**config.mk**
```make
export PLATFORM = sky130hd
export DESIGN_NAME = vexp_seq_bf16
export DESIGN_NICKNAME = d
export VERILOG_FILES = /design/src/rtl/vexp_seq_bf16.sv
export SDC_FILE = /design/constraint.sdc
export NUM_CORES = 1
export LEC_CHECK = 0
export CAP_MARGIN = 10
export CORE_MARGIN = 1
export CORE_UTILIZATION = 45
export DETAILED_ROUTE_END_ITERATION = 6
export GPL_TIMING_DRIVEN = 0
export PLACE_DENSITY = 0.81
export RECOVER_POWER = 25
export REMOVE_ABC_BUFFERS = 1
export SLEW_MARGIN = 20
export SYNTH_ARGS = -nofsm -noshare
export SYNTH_HDL_FRONTEND = slang
export SYNTH_SLANG_ARGS = --single-unit
export TNS_END_PERCENT = 1
```
**constraint.sdc**
```tcl
create_clock -name CLK -period 7.85 [get_ports CLK]
set_input_delay 0.785 -clock CLK [delete_from_list [all_inputs] [get_ports CLK]]
set_output_delay 0.785 -clock CLK [all_outputs]
set_load 0.02 [all_outputs]
```
**src/rtl/vexp_seq_bf16.sv**
```systemverilog
// vexp_seq_bf16: vector sequencer for the bf16 exponential unit.
// Latches a vector, resolves masked and special-value lanes locally, issues
// the rest one at a time to the single-element exp FSM, and hands the
// collected result vector downstream with a valid/ready handshake.
module vexp_seq_bf16 #(
  parameter int VLEN    = 8,
  parameter int TIMEOUT = 64
) (
  input  logic                CLK,
  input  logic                RST,
  input  logic                start,
  output logic                start_ready,
  input  logic [16*VLEN-1:0]  vec_in,
  input  logic [VLEN-1:0]     mask_in,
  output logic [15:0]         exp_operand,
  output logic                exp_valid_in,
  input  logic [15:0]         exp_result,
  input  logic                exp_done,
  output logic                out_valid,
  input  logic                out_ready,
  output logic [16*VLEN-1:0]  vec_out,
  output logic                out_err
);

  localparam int IW = (VLEN > 1) ? $clog2(VLEN) : 1;
  localparam int WW = $clog2(TIMEOUT + 1);
  localparam logic [15:0] QNAN = 16'h7FC0;

  typedef enum logic [1:0] {S_IDLE, S_ISSUE, S_WAIT, S_OUTPUT} state_t;

  state_t             state, state_d;
  logic [IW-1:0]      idx;
  logic [WW-1:0]      wdog;
  logic [16*VLEN-1:0] vec_q;
  logic [VLEN-1:0]    mask_q;

  logic [15:0]        elem;
  logic               is_last;
  logic               timeout_hit;
  logic               loc_hit;
  logic [15:0]        loc_val;
  logic               res_we;
  logic [15:0]        res_val;
  logic               set_err;
  logic               adv;

  assign elem        = vec_q[16*idx +: 16];
  assign is_last     = (idx == IW'(VLEN - 1));
  assign timeout_hit = (wdog == WW'(TIMEOUT - 1));

  // Classify the current element: masked lanes and special values resolve here.
  always_comb begin
    // NOTE: every always_comb output gets a default first so no path infers a latch.
    loc_hit = 1'b1;
    loc_val = elem;
    if (!mask_q[idx])                loc_val = elem;
    else if (elem[14:7] == 8'h00)    loc_val = 16'h3F80;  // +-0 and subnormals: exp(0) = 1
    else if (elem == 16'h7F80)       loc_val = 16'h7F80;  // +inf
    else if (elem == 16'hFF80)       loc_val = 16'h0000;  // -inf
    else if (elem[14:7] == 8'hFF)    loc_val = QNAN;      // NaN; infinities matched above
    else                             loc_hit = 1'b0;
  end

  // State register.
  always_ff @(posedge CLK or posedge RST) begin
    // NOTE: sequential state uses non-blocking assignments so every register samples pre-edge values.
    if (RST) state <= S_IDLE;
    else     state <= state_d;
  end

  // Next-state logic and per-cycle control strobes.
  always_comb begin
    state_d      = state;
    res_we       = 1'b0;
    res_val      = '0;
    set_err      = 1'b0;
    adv          = 1'b0;
    exp_valid_in = 1'b0;
    unique case (state)
      S_IDLE: if (start) state_d = S_ISSUE;
      S_ISSUE: begin
        if (loc_hit) begin
          res_we  = 1'b1;
          res_val = loc_val;
          adv     = 1'b1;
          state_d = is_last ? S_OUTPUT : S_ISSUE;
        end else begin
          exp_valid_in = 1'b1;
          state_d      = S_WAIT;
        end
      end
      S_WAIT: begin
        // A done in the watchdog's final cycle takes priority over the timeout.
        if (exp_done) begin
          res_we  = 1'b1;
          res_val = exp_result;
          adv     = 1'b1;
          state_d = is_last ? S_OUTPUT : S_ISSUE;
        end else if (timeout_hit) begin
          res_we  = 1'b1;
          res_val = QNAN;
          set_err = 1'b1;
          adv     = 1'b1;
          state_d = is_last ? S_OUTPUT : S_ISSUE;
        end
      end
      S_OUTPUT: if (out_ready) state_d = S_IDLE;
      default: state_d = S_IDLE;
    endcase
  end

  assign start_ready = (state == S_IDLE);
  assign out_valid   = (state == S_OUTPUT);
  // The operand is presented with the issue pulse and held for the whole wait.
  assign exp_operand = ((state == S_ISSUE && !loc_hit) || state == S_WAIT) ? elem : 16'h0000;

  // Datapath: input latch, element index, watchdog, result vector and error flag.
  always_ff @(posedge CLK or posedge RST) begin
    if (RST) begin
      // NOTE: the latched vector is reset too, so the visible outputs are defined straight out of reset.
      vec_q   <= '0;
      mask_q  <= '0;
      idx     <= '0;
      wdog    <= '0;
      vec_out <= '0;
      out_err <= 1'b0;
    end else begin
      if (state == S_IDLE && start) begin
        vec_q   <= vec_in;
        mask_q  <= mask_in;
        idx     <= '0;
        vec_out <= '0;
        out_err <= 1'b0;
      end
      if (state == S_ISSUE)     wdog <= '0;
      else if (state == S_WAIT) wdog <= wdog + 1'b1;
      if (res_we)               vec_out[16*idx +: 16] <= res_val;
      if (set_err)              out_err <= 1'b1;
      if (adv && !is_last)      idx <= idx + 1'b1;
    end
  end

endmodule
```
Yosys cells after proc, flatten, opt, wreduce, memory -nomap -nowiden --
Cells that the tools add are included.
Operators by class: add/sub/neg operators 3, magnitude comparators 1, equal/unequal tests 11, shift-type cells 3, multiplexer cells 41, reductions and logical operators 12
Operator list (count):
- $mux W128 | 2
- $bwmux W128 | 1
- $mux W16 | 8
- $shift A16 B34 Y128 const A | 1
- $shiftx A128 B8 Y16 | 1
- $shiftx A16 B34 Y128 | 1
- $neg A7 Y34 | 1
- $pmux W16 S2 | 1
- $eq A16 B15 Y1 const B | 1
- $eq A16 B16 Y1 const B | 1
- $mux W1 | 15
- $mux W15 | 1
- $mux W7 | 2
- $mux W2 | 6
- $eq A8 B8 Y1 const B | 1
- $logic_not A8 Y1 | 1
- $pmux W2 S4 | 1
- $add A7 B1 Y7 const B | 1
- $eq A7 B6 Y1 const B | 1
- $mux W3 | 2
- $reduce_bool A2 Y1 | 3
- $eq A2 B2 Y1 const B | 2
- $lt A3 B4 Y1 const B | 1
- $add A3 B1 Y3 const B | 1
- other kinds (12) | 15
Storage, ports and cells: bits in registers 277, input port bits 157, word-level logic and storage cells 78

Logic depth before layout (Yosys ltp) --
depth in word-level cells 12, depth in mapped cells 12, gate-level depth less buffers 9

Least setup slack after synthesis --
OpenSTA, ideal clock, no wires.
path kind reg2out, from register idx[0], to output exp_operand[10], arrival time 3.056 ns, path slack 4.009 ns, stages on the path, launching flop included 10, buffers on the path 2, cells stage by stage dfrtp_1 buf_6 mux4_1 mux2i_1 or4_4 o21ai_4 nor3b_1 nor2_1 clkbuf_1 nor2_1
On the way: word-level cells in the longest chain between the ends 11, elaborated cells between the ends (all ways) 16
Ends and longest elaborated chain:
- from (decl) | RTL line 32 | logic [IW-1:0] idx;
- from (signal assigned) | RTL line 139 | if (adv && !is_last) idx <= idx + 1'b1;
- $shiftx A128 B8 Y16 | RTL line 47 | assign elem = vec_q[16*idx +: 16];
- $eq A8 B8 Y1 | RTL line 60 | else if (elem[14:7] == 8'hFF) loc_val = QNAN;
- $mux W1 | RTL line 60
- $mux W1 | RTL line 59 | else if (elem == 16'hFF80) loc_val = 16'h0000;
- $mux W1 | RTL line 58 | else if (elem == 16'h7F80) loc_val = 16'h7F80;
- $mux W1 | RTL line 57 | else if (elem[14:7] == 8'h00) loc_val = 16'h3F80;
- $mux W1 | RTL line 56 | if (!mask_q[idx]) loc_val = elem;
- $logic_not A1 Y1 | RTL line 115 | assign exp_operand = ((state == S_ISSUE && !loc_hit) || state == S_WAIT) ? elem : 16'h0000;
- $logic_and A1 B1 Y1 | RTL line 115
- $logic_or A1 B1 Y1 | RTL line 115
- $mux W16 (*) | RTL line 115
- to (decl) | RTL line 15 | output logic [15:0] exp_operand,
Every way passes the cells marked *; elsewhere a longest branch is shown, timed or not. The select of a mux whose other input is x is not followed.

Final worst setup path --
from register idx[0], to output exp_operand[15]
The elaborated chain is that of the path after synthesis.

==> impl_metrics.py <==
metrics = {
    "routing": {
        "wl_per_cell_um": 21.80,
        "totalWireLength_um": 36510,
        "wl_met2_um": 17820,
        "drc": 0,
        "avgViaCountPerCell": 5.630,
        "route.met3.wl_um": 2837,
        "dr_total_vias": 9431,
        "dr.max_layer_used": "met5",
        "dr.pass1.iters": 5,
        "ant_nets": 0,
        "wl_met1_um": 14380,
        "drtIter0Drc": 533,
    },
    "setup_path": {
        "critical_path_buf_inv_count": 3,
        "crit_path_max_fanout": 20,
        "critPathArrivalTime_ns": 4.65,
        "cp.required_ns": 7.07,
        "endpoint_kind": "output pin",
        "critPathMaxStageDelay_ns": 0.78,
        "critical_path.top_delay_family": "buffers and inverters",
        "cp_cell_sequence": "buf_16 > mux4_1 > mux2i_1 > or4_4 > o21ai_4 > nor3b_1 > nor2_2 > buf_6 > nor2_1 > clkdlybuf4s50_1",
        "critical_path_class": "flip-flop to output pin",
        "critPathLaunchType": "flip-flop",
        "cp_slowest_cell": "dfrtp_2",
    },
    "timing": {
        "holdWs_ns": 0.4963,
        "tns_ns": 0,
        "period_needed_ns": 5.435,
        "finalHoldViolations": 0,
        "finClkSkew_ns": 0.01561,
        "drv_slew": 175,
        "period_share": 0.6923,
        "max-slew-margin-rel": -1.478,
        "tightest_slew_ns": 3.696,
        "finalSetupViolCount": 0,
        "fmax_mhz": 184.0,
        "rsz0062_at_grt": "false",
        "layout_setup_ws_ns": 2.415,
    },
    "outcome": {
        "status": "finished, violations left",
        "failed_checks": "max-capacitance violations, max-slew violations",
    },
    "clock_network": {
        "cts_setup_buffers": 0,
        "cts_buffers": 30,
        "cts.sinks": 277,
        "worstSkewPairLatency_ns": 0.55,
        "cts_tree": "done",
        "clock_path_buffers": 3,
        "htreeDepth": 1,
        "cts_root_buf": "clkbuf_16",
        "ctsResizeCount": 0,
        "clk_pin_slew_worst_paths_ns": 0.06,
        "holdBufCountCts": 0,
    },
    "grt": {
        "antenna_found_initial": 6,
        "track_usage": 0.2525,
        "grt_remaining_overflow": 0,
        "grt_pass1_wl_um": 56590,
        "grt_max_degree": 106,
        "grt_pass1_vias": 9928,
    },
    "logic_synthesis": {
        "ys.flop_type": "dfrtp_1",
        "ys_warn_count": 0,
        "synth.distinct_cells": 52,
        "ys_async_sr_fraction": 1.000,
        "ys_seq_elements": 277,
        "synth_edf_count": 0,
        "synth_top_family_by_area": "multiplexers",
        "synthSimpleGateAreaFrac": 0.08072,
        "synth_area_per_cell_um2": 13.10,
        "synth_compound_area_frac": 0.08632,
        "synth_cells": 988,
        "yosys.area_share.adder": 0.01160,
        "synth_mux_area_frac": 0.2555,
        "synth_area_um2": 12940,
        "yosysSeqAreaShare": 0.5355,
        "synth-xor-area-share": 0.001353,
    },
    "layout": {
        "layout.area.seq_um2": 6935,
        "multiInputGateArea_um2": 5654,
        "final_nets": 1443,
        "finalInstanceArea_um2": 17370,
        "syn2layout_area_growth_pct": 34.16,
        "fillCellCount": 2191,
        "drive_above_1_share": 0.2128,
    },
    "placed_design": {
        "dpl_worst_slack_ns": 2.900,
        "place_congestion": 0.8579,
        "io_buffers": 304,
        "placed_area_um2": 16420,
        "hpwlAfterDp_um": 26220,
    },
    "die": {
        "fp.dieH_um": 171.6,
        "io_pins": 305,
        "num_rows": 61,
        "initial_core_util": 0.4621,
        "die_w_um": 171.6,
        "dieArea_um2": 29450,
        "coreArea_um2": 28010,
    },
    "power_and_ir_drop": {
        "power_leakage_nw": 7.523,
        "max-vdd-ir-drop_mv": 0.2117,
        "power_density_nw_per_um2": 335.2,
    },
    "worst_hold_path": {
        "hold_class": "flip-flop to flip-flop",
    },
    "job": {
        "max-cap-violations": 2,
    },
}
[cells by family (layout without fill, tap and decap cells)]
family          after synthesis  count (layout)
compound gates              131             131
buf+inv                      78             382
flops                       277             277
xor+xnor                      2               2
mux                         270             270
fa+ha+maj                    12              12
simple gates                218             218
other cells                   0               5
[power by group]
part           switching (mW)  total (mW)  internal (mW)
Combinational            1.30        2.39           1.09
Clock                   0.563        1.37          0.810
Sequential              0.237        2.06           1.82
[final timing paths]
check / start / to / slack (ns) / cells past startpoint
max reg2reg: idx[0]$_DFFE_PP0P_ / vec_out[106]$_DFF_PP0_ / 3.51 / 8
min in group asynchronous: RST / vec_out[13]$_DFF_PP0_ / 1.78 / 2
max: idx[0]$_DFFE_PP0P_ / exp_operand[15] / 2.42 / 10
min reg2reg: vec_q[29]$_DFFE_PP0P_ / vec_q[29]$_DFFE_PP0P_ / 0.50 / 1
min: vec_q[29]$_DFFE_PP0P_ / vec_q[29]$_DFFE_PP0P_ / 0.50 / 1
max in group asynchronous: RST / vec_q[44]$_DFFE_PP0P_ / 2.65 / 3
[through the flow]
stage               std cells  utilization  total power [mW]
floorplan                 928            -             3.639
global placement         1610       0.5766             4.473
finish                   1675       0.6200             5.821
CTS                      1670       0.6204             5.867
detailed placement       1620       0.5863             4.473
global route             1674       0.6199             6.119
[layout by cell type (no fill, tap or decap), types with 2 or more instances in the layout]
cell / count
nand4_1: 4
clkbuf_1: 4
o32ai_1: 3
nor4_1: 4
clkbuf_16: 31
o22a_2: 7
a32o_1: 43
diode_2: 5
dfrtp_2: 3
buf_16: 6
mux2_2: 156
nand3_1: 10
nand2_1: 101
a311o_1: 7
o21ai_4: 2
mux2i_1: 81
and2_1: 21
a31oi_1: 8
inv_1: 16
clkinv_2: 5
ha_1: 12
nand2b_1: 18
a21oi_1: 14
nor3_2: 9
a2111oi_0: 4
nor3_1: 8
o21ai_0: 8
a21o_1: 3
or4_4: 2
dfrtp_1: 274
mux4_2: 31
o21a_1: 10
clkdlybuf4s50_1: 303
clkinvlp_4: 2
nor3b_1: 2
clkbuf_8: 7
buf_12: 2
o22ai_1: 12
nor2_1: 36
[metal layers]
layer | vias up | track usage
li1 | 4211 | -
met1 | 4760 | 0.3074
met2 | 381 | 0.4283
met3 | 77 | 0.06351
met4 | 2 | 0.1002
met5 | - | 0
[registers in the layout (all words and copies together), names as in the netlist]
signal   cells
wdog         7
vec_out    128
out_err      1
vec_q      128
idx          3
state        2
mask_q       8
[cells in the mapped netlist (6+ instances only)]
| cell | instances | area, µm² |
|---|---|---|
| dfrtp_1 | 277 | 6932 |
| mux2_2 | 156 | 1757 |
| nand2_1 | 101 | 379.1 |
| mux2i_1 | 81 | 810.8 |
| a32o_1 | 43 | 430.4 |
| nor2_1 | 37 | 138.9 |
| clkbuf_1 | 34 | 127.6 |
| mux4_2 | 31 | 698.2 |
| and2_1 | 21 | 131.4 |
| nand2b_1 | 18 | 112.6 |
| inv_1 | 17 | 63.81 |
| a21oi_1 | 14 | 70.07 |
| ha_1 | 12 | 150.1 |
| o22ai_1 | 12 | 75.07 |
| nor3_1 | 11 | 55.05 |
| nand3_1 | 10 | 50.05 |
| o21a_1 | 10 | 75.07 |
| buf_2 | 9 | 45.04 |
| a31oi_1 | 8 | 50.05 |
| o21ai_0 | 8 | 40.04 |
| a311o_1 | 7 | 70.07 |
| buf_6 | 7 | 78.83 |
| o22a_2 | 7 | 70.07 |
| nor3_2 | 6 | 60.06 |
[area by class of cell]
class | count | area share
flip-flops and latches | 277 | 0.3994
multi-input cells | 633 | 0.3256
repair buffers | 314 | 0.1880
clock buffers | 42 | 0.05108
well taps | 378 | 0.02724
clock inverters | 8 | 0.004035
inverters | 18 | 0.003963
diodes | 5 | 0.0007205
Power figures use the tool's default switching activity.
